===== config.mk =====
export PLATFORM = sky130hd
export DESIGN_NAME = muldiv_unit
export DESIGN_NICKNAME = d
export VERILOG_FILES = /design/src/rtl/muldiv_unit.sv
export SDC_FILE = /design/constraint.sdc
export NUM_CORES = 1
export LEC_CHECK = 0
export CORE_MARGIN = 5
export CORE_UTILIZATION = 50
export DETAILED_ROUTE_END_ITERATION = 7
export MAX_ROUTING_LAYER = met4
export PLACE_DENSITY = 0.72
export SETUP_SLACK_MARGIN = 0.15
export SYNTH_ARGS = -nofsm -noshare
export SYNTH_HDL_FRONTEND = slang
export SYNTH_SLANG_ARGS = --single-unit

===== constraint.sdc =====
create_clock -name clk -period 6.9 [get_ports clk]
set_input_delay 1.38 -clock clk [delete_from_list [all_inputs] [get_ports clk]]
set_output_delay 1.38 -clock clk [all_outputs]
set_load 0.02 [all_outputs]

===== src/rtl/muldiv_unit.sv =====
`default_nettype none
// ============================================================================
//  Module   : muldiv_unit
//  Purpose  : Iterative integer multiply / divide unit. One radix-2 step per
//             cycle: shift-add multiplication and restoring division, both on
//             operand magnitudes, with the sign applied to the final value.
//             Division by zero and signed overflow complete on the accept
//             edge.
//  Ports    : clk        - clock, rising edge active
//             rstn       - asynchronous active-low reset
//             in_valid   - request valid        in_ready  - unit idle
//             op         - 0 MUL 1 MULH 2 MULHSU 3 MULHU
//                          4 DIV 5 DIVU 6 REM  7 REMU
//             op1, op2   - multiplicand/dividend, multiplier/divisor
//             kill       - synchronous abort of any operation
//             out_valid  - result valid         out_ready - result consumed
//             result     - operation result (0 while out_valid is low)
//  Revision : 1.0 - initial release
// ============================================================================
module muldiv_unit #(
    parameter int XLEN  = 32,
    parameter int CNT_W = $clog2(XLEN) + 1
) (
    input  logic            clk,
    input  logic            rstn,
    input  logic            in_valid,
    output logic            in_ready,
    input  logic [2:0]      op,
    input  logic [XLEN-1:0] op1,
    input  logic [XLEN-1:0] op2,
    input  logic            kill,
    output logic            out_valid,
    input  logic            out_ready,
    output logic [XLEN-1:0] result
);

    localparam logic [1:0] S_IDLE = 2'd0;
    localparam logic [1:0] S_CALC = 2'd1;
    localparam logic [1:0] S_DONE = 2'd2;

    localparam logic [CNT_W-1:0] C_LAST    = CNT_W'(XLEN - 1);
    localparam logic [XLEN-1:0]  C_MOST_NEG = {1'b1, {(XLEN-1){1'b0}}};

    // ------------------------------------------------------------------
    // State
    // ------------------------------------------------------------------
    logic [1:0]        state_q,  state_d;
    logic [CNT_W-1:0]  cnt_q,    cnt_d;
    logic [2:0]        op_q,     op_d;
    logic [2*XLEN-1:0] acc_q,    acc_d;    // {high half, low half}
    logic [XLEN-1:0]   mcand_q,  mcand_d;  // multiplicand or divisor magnitude
    logic              neg_q,    neg_d;    // negate product / quotient
    logic              negr_q,   negr_d;   // negate remainder
    logic [XLEN-1:0]   result_q, result_d;

    // ------------------------------------------------------------------
    // Request decode (applies to the inputs presented on accept)
    // ------------------------------------------------------------------
    logic            req_is_div;
    logic            req_s1, req_s2;
    logic            req_neg1, req_neg2;
    logic [XLEN-1:0] req_mag1, req_mag2;
    logic            req_div_zero, req_div_ovf;

    always_comb begin
        req_is_div   = op[2];
        req_s1       = (op == 3'd1) || (op == 3'd2) || (op == 3'd4) || (op == 3'd6);
        req_s2       = (op == 3'd1) || (op == 3'd4) || (op == 3'd6);
        req_neg1     = req_s1 && op1[XLEN-1];
        req_neg2     = req_s2 && op2[XLEN-1];
        // The magnitude of the most negative value is representable unsigned.
        req_mag1     = req_neg1 ? -op1 : op1;
        req_mag2     = req_neg2 ? -op2 : op2;
        req_div_zero = req_is_div && (op2 == '0);
        req_div_ovf  = ((op == 3'd4) || (op == 3'd6)) &&
                       (op1 == C_MOST_NEG) && (op2 == '1);
    end

    // ------------------------------------------------------------------
    // One iteration step
    // ------------------------------------------------------------------
    logic [XLEN:0]     mul_sum;
    logic [2*XLEN-1:0] mul_next;
    logic [XLEN-1:0]   div_part;
    logic              div_ge;
    logic [XLEN-1:0]   div_sub;
    logic [2*XLEN-1:0] div_next;
    logic [2*XLEN-1:0] step_next;

    always_comb begin
        // Shift-add: low half holds the remaining multiplier bits, the
        // product grows into the high half from the top.
        mul_sum  = {1'b0, acc_q[2*XLEN-1:XLEN]} +
                   (acc_q[0] ? {1'b0, mcand_q} : {(XLEN+1){1'b0}});
        mul_next = {mul_sum, acc_q[XLEN-1:1]};

        // Restoring divide: partial remainder is {high half, next dividend
        // bit}. Its bit XLEN is the old high-half MSB; when set, the partial
        // remainder necessarily exceeds the divisor and the XLEN-bit modular
        // difference is exact because the true difference is below divisor.
        div_part = {acc_q[2*XLEN-2:XLEN], acc_q[XLEN-1]};
        div_ge   = acc_q[2*XLEN-1] || (div_part >= mcand_q);
        div_sub  = div_part - mcand_q;
        div_next = div_ge ? {div_sub,  acc_q[XLEN-2:0], 1'b1}
                          : {div_part, acc_q[XLEN-2:0], 1'b0};

        step_next = op_q[2] ? div_next : mul_next;
    end

    // ------------------------------------------------------------------
    // Sign correction of the value produced by the final step
    // ------------------------------------------------------------------
    logic [2*XLEN-1:0] prod_fix;
    logic [XLEN-1:0]   mul_res;
    logic [XLEN-1:0]   quot_fix, rem_fix, div_res;
    logic [XLEN-1:0]   final_res;

    always_comb begin
        prod_fix  = neg_q ? -mul_next : mul_next;
        mul_res   = (op_q[1:0] == 2'd0) ? prod_fix[XLEN-1:0]
                                        : prod_fix[2*XLEN-1:XLEN];
        quot_fix  = neg_q  ? -div_next[XLEN-1:0]      : div_next[XLEN-1:0];
        rem_fix   = negr_q ? -div_next[2*XLEN-1:XLEN] : div_next[2*XLEN-1:XLEN];
        div_res   = op_q[1] ? rem_fix : quot_fix;
        final_res = op_q[2] ? div_res : mul_res;
    end

    // ------------------------------------------------------------------
    // Next-state logic
    // ------------------------------------------------------------------
    always_comb begin
        state_d  = state_q;
        cnt_d    = cnt_q;
        op_d     = op_q;
        acc_d    = acc_q;
        mcand_d  = mcand_q;
        neg_d    = neg_q;
        negr_d   = negr_q;
        result_d = result_q;

        case (state_q)
            S_IDLE: begin
                if (in_valid) begin
                    op_d   = op;
                    neg_d  = req_neg1 ^ req_neg2;
                    negr_d = req_neg1;
                    cnt_d  = '0;
                    if (req_div_zero) begin
                        // quotient all ones, remainder = dividend
                        result_d = op[1] ? op1 : '1;
                        state_d  = S_DONE;
                    end else if (req_div_ovf) begin
                        // quotient = dividend, remainder = 0
                        result_d = op[1] ? '0 : op1;
                        state_d  = S_DONE;
                    end else begin
                        acc_d   = {{XLEN{1'b0}}, req_is_div ? req_mag1 : req_mag2};
                        mcand_d = req_is_div ? req_mag2 : req_mag1;
                        state_d = S_CALC;
                    end
                end
            end
            S_CALC: begin
                acc_d = step_next;
                cnt_d = cnt_q + CNT_W'(1);
                if (cnt_q == C_LAST) begin
                    result_d = final_res;
                    cnt_d    = '0;
                    state_d  = S_DONE;
                end
            end
            S_DONE: begin
                if (out_ready) begin
                    result_d = '0;
                    state_d  = S_IDLE;
                end
            end
            default: begin
                state_d = S_IDLE;
            end
        endcase

        // Abort has priority over accept, iteration and hand-off.
        if (kill) begin
            state_d  = S_IDLE;
            cnt_d    = '0;
            result_d = '0;
        end
    end

    // ------------------------------------------------------------------
    // Registers
    // ------------------------------------------------------------------
    always_ff @(posedge clk or negedge rstn) begin
        if (!rstn) begin
            state_q  <= S_IDLE;
            cnt_q    <= '0;
            op_q     <= '0;
            acc_q    <= '0;
            mcand_q  <= '0;
            neg_q    <= 1'b0;
            negr_q   <= 1'b0;
            result_q <= '0;
        end else begin
            state_q  <= state_d;
            cnt_q    <= cnt_d;
            op_q     <= op_d;
            acc_q    <= acc_d;
            mcand_q  <= mcand_d;
            neg_q    <= neg_d;
            negr_q   <= negr_d;
            result_q <= result_d;
        end
    end

    // ------------------------------------------------------------------
    // Outputs
    // ------------------------------------------------------------------
    assign in_ready  = (state_q == S_IDLE);
    assign out_valid = (state_q == S_DONE);
    assign result    = out_valid ? result_q : '0;

endmodule
`default_nettype wire


==> results.toml <==
[sta]
relSlewSlack = 0.289
setup-tns-final_ps = 0
tightest_slew_ps = 1060
slew_viol_final = 0
fin_crit_ps = 5760
fin_crit_sh = 0.835
hold_violations = 0
setup_viol = 0
rsz0062_at_grt = "no"
hold_slack_ps = 482
fmaxAchievable_mhz = 174
fin_skew_ps = 18.3

[power]
leakagePower_uw = 0.00768
ir_drop_v = 0.000250
p_total_uw = 11000
pwr_density_cell_mw_per_mm2 = 573

[worst_setup_path]
worstSetupEndpointType = "register"
cp_slowest_cell = "and4b_1"
crit_path_start = "acc_q[31]"
critPathArrivalTime_ps = 6080
worst_path_largest_cell_delay_ps = 520
crit_type = "register to register"
reg2reg_from = "acc_q[31]"
critPathLaunchType = "register"
path_cells = "inv_1 > ha_1 > fa_1 > nand2b_1 > a21o_1 > a21boi_2 > nor2_1 > and4b_1 > or2_2 > buf_4 > mux2_2 > nand4b_1 > or3b_1 > nor2_1 > mux2_2 > o221ai_1 > o211ai_1"
critPathTopFamily = "simple AND/OR/NAND/NOR gates"
worstPathMaxFanout = 39
path_buf_inv = 2
cp.required_ps = 7220

[routing]
drt_iter0_drc = 2133
wl_per_cell_um = 23.9
vias_per_cell = 6.52
via_count = 18800
drcViolationCount = 0
first_pass_iters = 6
antenna_left = 0
wl_mm = 69.0

[clock_tree]
cts_inserted_buffers = 17
cts_tree = "done"
cts.repair.resized = 0
postCtsHoldBufs = 0
cts_sinks = 141
post_cts_buffers = 0
clockRootBuffer = "clkbuf_16"
ctsLongestPathBuffers = 2
path_clk_slew_ps = 70
clk_latency_ps = 460
htreeDepth = 4

[hold_path]
hold_class = "register to register"
hold_path_startpoint = "mcand_q[15]"

[floorplanning]
die_x_um = 196
core_sq_mm = 0.0344
io_pins = 106
dieHeight_um = 196
die_area_sq_mm = 0.0385
initial_utilization = 0.505
rows = 68

[placed_design]
dpl.cell_count = 2848
place.gp.congestion = 1.06
io_buffers = 105
hpwl_mm = 54.2

[synth]
ys_seq_elements = 141
ys_types = 99
netlist_area_sq_mm = 0.0174
synth_edf_count = 0
synth-seq-area-share = 0.203
syn_area_per_cell_sq_um = 7.14
postSynth.asyncResetShare = 1.00
ys.flop_type = "dfrtp_1"
yosys_warnings = 0
syn_inst = 2429
synth_fp_nets = 2577

[outcome]
status = "completed"

[final_layout]
nNetsFinal = 2560
layout.cells.non_filler = 2882
syn2layout_area_growth_pct = 10.5
fillers = 3347
post-route-util = 0.558
drive_gt1_frac = 0.0664

[grt]
grt_usage = 0.355
grt_overflow = 0
grt_pass1_wl_mm = 104
grt_pass1_vias = 17300
antenna_found_initial = 2
grt_max_degree = 111

[job]
maxCapViolCount = 0
-- placed cells by master (no fill, tap or decap), types with 42 or more instances in the layout --
cell / instances
a21oi_1: 252
xnor2_1: 124
dfrtp_1: 139
xor2_1: 98
ha_1: 73
nand2_1: 272
mux2_2: 42
nor2_1: 303
o21ai_0: 192
and2_1: 46
o31ai_1: 52
clkdlybuf4s50_1: 103
inv_1: 76
a211oi_1: 53
-- final timing paths --
| path | cells after the start | slack, ps | to |
|---|---|---|---|
| max | 17 | 1140 | result_q[29] |
| min | 2 | 480 | mcand_q[15] |
| max reg2reg | 17 | 1140 | result_q[29] |
| min reg2reg | 2 | 480 | mcand_q[15] |
| max in group asynchronous | 2 | 4450 | op_q[2] |
| min in group asynchronous | 1 | 990 | cnt_q[5] |
-- report_power, final --
part	switching (uW)	leakage (uW)	internal, uW
sequential	532	0.00180	1130
clock	410	0.000304	644
combinational	5390	0.00557	2890
total	6330	0.00768	4660
-- registers in the layout (all words and copies together), names as in the netlist --
register / cells
state_q: 2
op_q: 3
negr_q: 1
mcand_q: 32
neg_q: 1
cnt_q: 6
result_q: 32
acc_q: 64
-- through the flow --
stage,cell area (sq um),setup WS [ps]
6_report,19200,1140
5_1_grt,19200,968
4_1_cts,19200,1310
3_5_place_dp,18500,1150
3_3_place_gp,18500,1300
2_1_floorplan,17400,1560
-- final cells by class --
| cell class | instances | area [sq um] | share of cell area |
|---|---|---|---|
| Antenna cell | 2 | 5.00 | 0.000261 |
| Clock buffer | 19 | 433 | 0.0226 |
| Clock inverter | 13 | 213 | 0.0111 |
| Inverter | 78 | 293 | 0.0153 |
| Multi-Input combinational cell | 2043 | 12900 | 0.672 |
| Sequential cell | 141 | 3530 | 0.184 |
| Tap cell | 455 | 569 | 0.0297 |
| Timing Repair Buffer | 131 | 1240 | 0.0648 |
-- metal layers --
layer / vias to the layer above / share of wire / track usage
li1: 8724 / - / -
met1: 8879 / 0.41 / 0.459
met2: 1014 / 0.46 / 0.550
met3: 167 / 0.091 / 0.0665
met4: 0 / 0.046 / 0.147
met5: - / 0 / -
-- tightest hold or removal path, stage by stage (launching register included) --
cell	delay, ps
dfrtp_1	340
nand2_1	50
o21ai_0	60
-- cell families (layout without fill, tap and decap cells) --
kind of cell | Yosys count | count (layout) | synth area share
buffers and inverters | 245 | 241 | 0.0562
other | 0 | 2 | 0
multiplexers | 67 | 67 | 0.0417
AND/OR/NAND/NOR | 874 | 874 | 0.237
flip-flops | 141 | 141 | 0.203
adder cells (fa/ha/maj) | 81 | 81 | 0.0586
XOR/XNOR | 222 | 222 | 0.112
AO/OA/AOI/OAI | 799 | 799 | 0.291
-- cells in the mapped netlist, types with 8 or more instances --
cell type	n	area share
nand4_1	24	0.0087
ha_1	74	0.053
or2_2	15	0.0054
a21oi_1	253	0.073
and3_1	21	0.0076
and2_1	46	0.017
nand3_1	36	0.010
dfrtp_1	141	0.20
xor2_1	98	0.049
o21ai_0	192	0.055
nor3_1	34	0.0098
nor4_1	12	0.0043
o2111ai_1	11	0.0056
o41ai_1	17	0.0086
o21ai_1	9	0.0026
clkbuf_1	132	0.029
o31a_1	8	0.0040
inv_1	76	0.016
nand2b_1	17	0.0061
buf_2	12	0.0035
mux2i_1	25	0.014
nand2_1	272	0.059
o221ai_1	10	0.0050
o31ai_1	52	0.022
o211ai_1	40	0.017
xnor2_1	124	0.063
a21o_1	30	0.013
a211oi_1	53	0.023
mux2_2	42	0.027
or3_1	27	0.0097
a31oi_1	21	0.0076
or4_1	12	0.0052
nor2_1	304	0.066
buf_1	16	0.0035
a22o_1	8	0.0040
No activity file was read; power rests on OpenSTA's default activity.
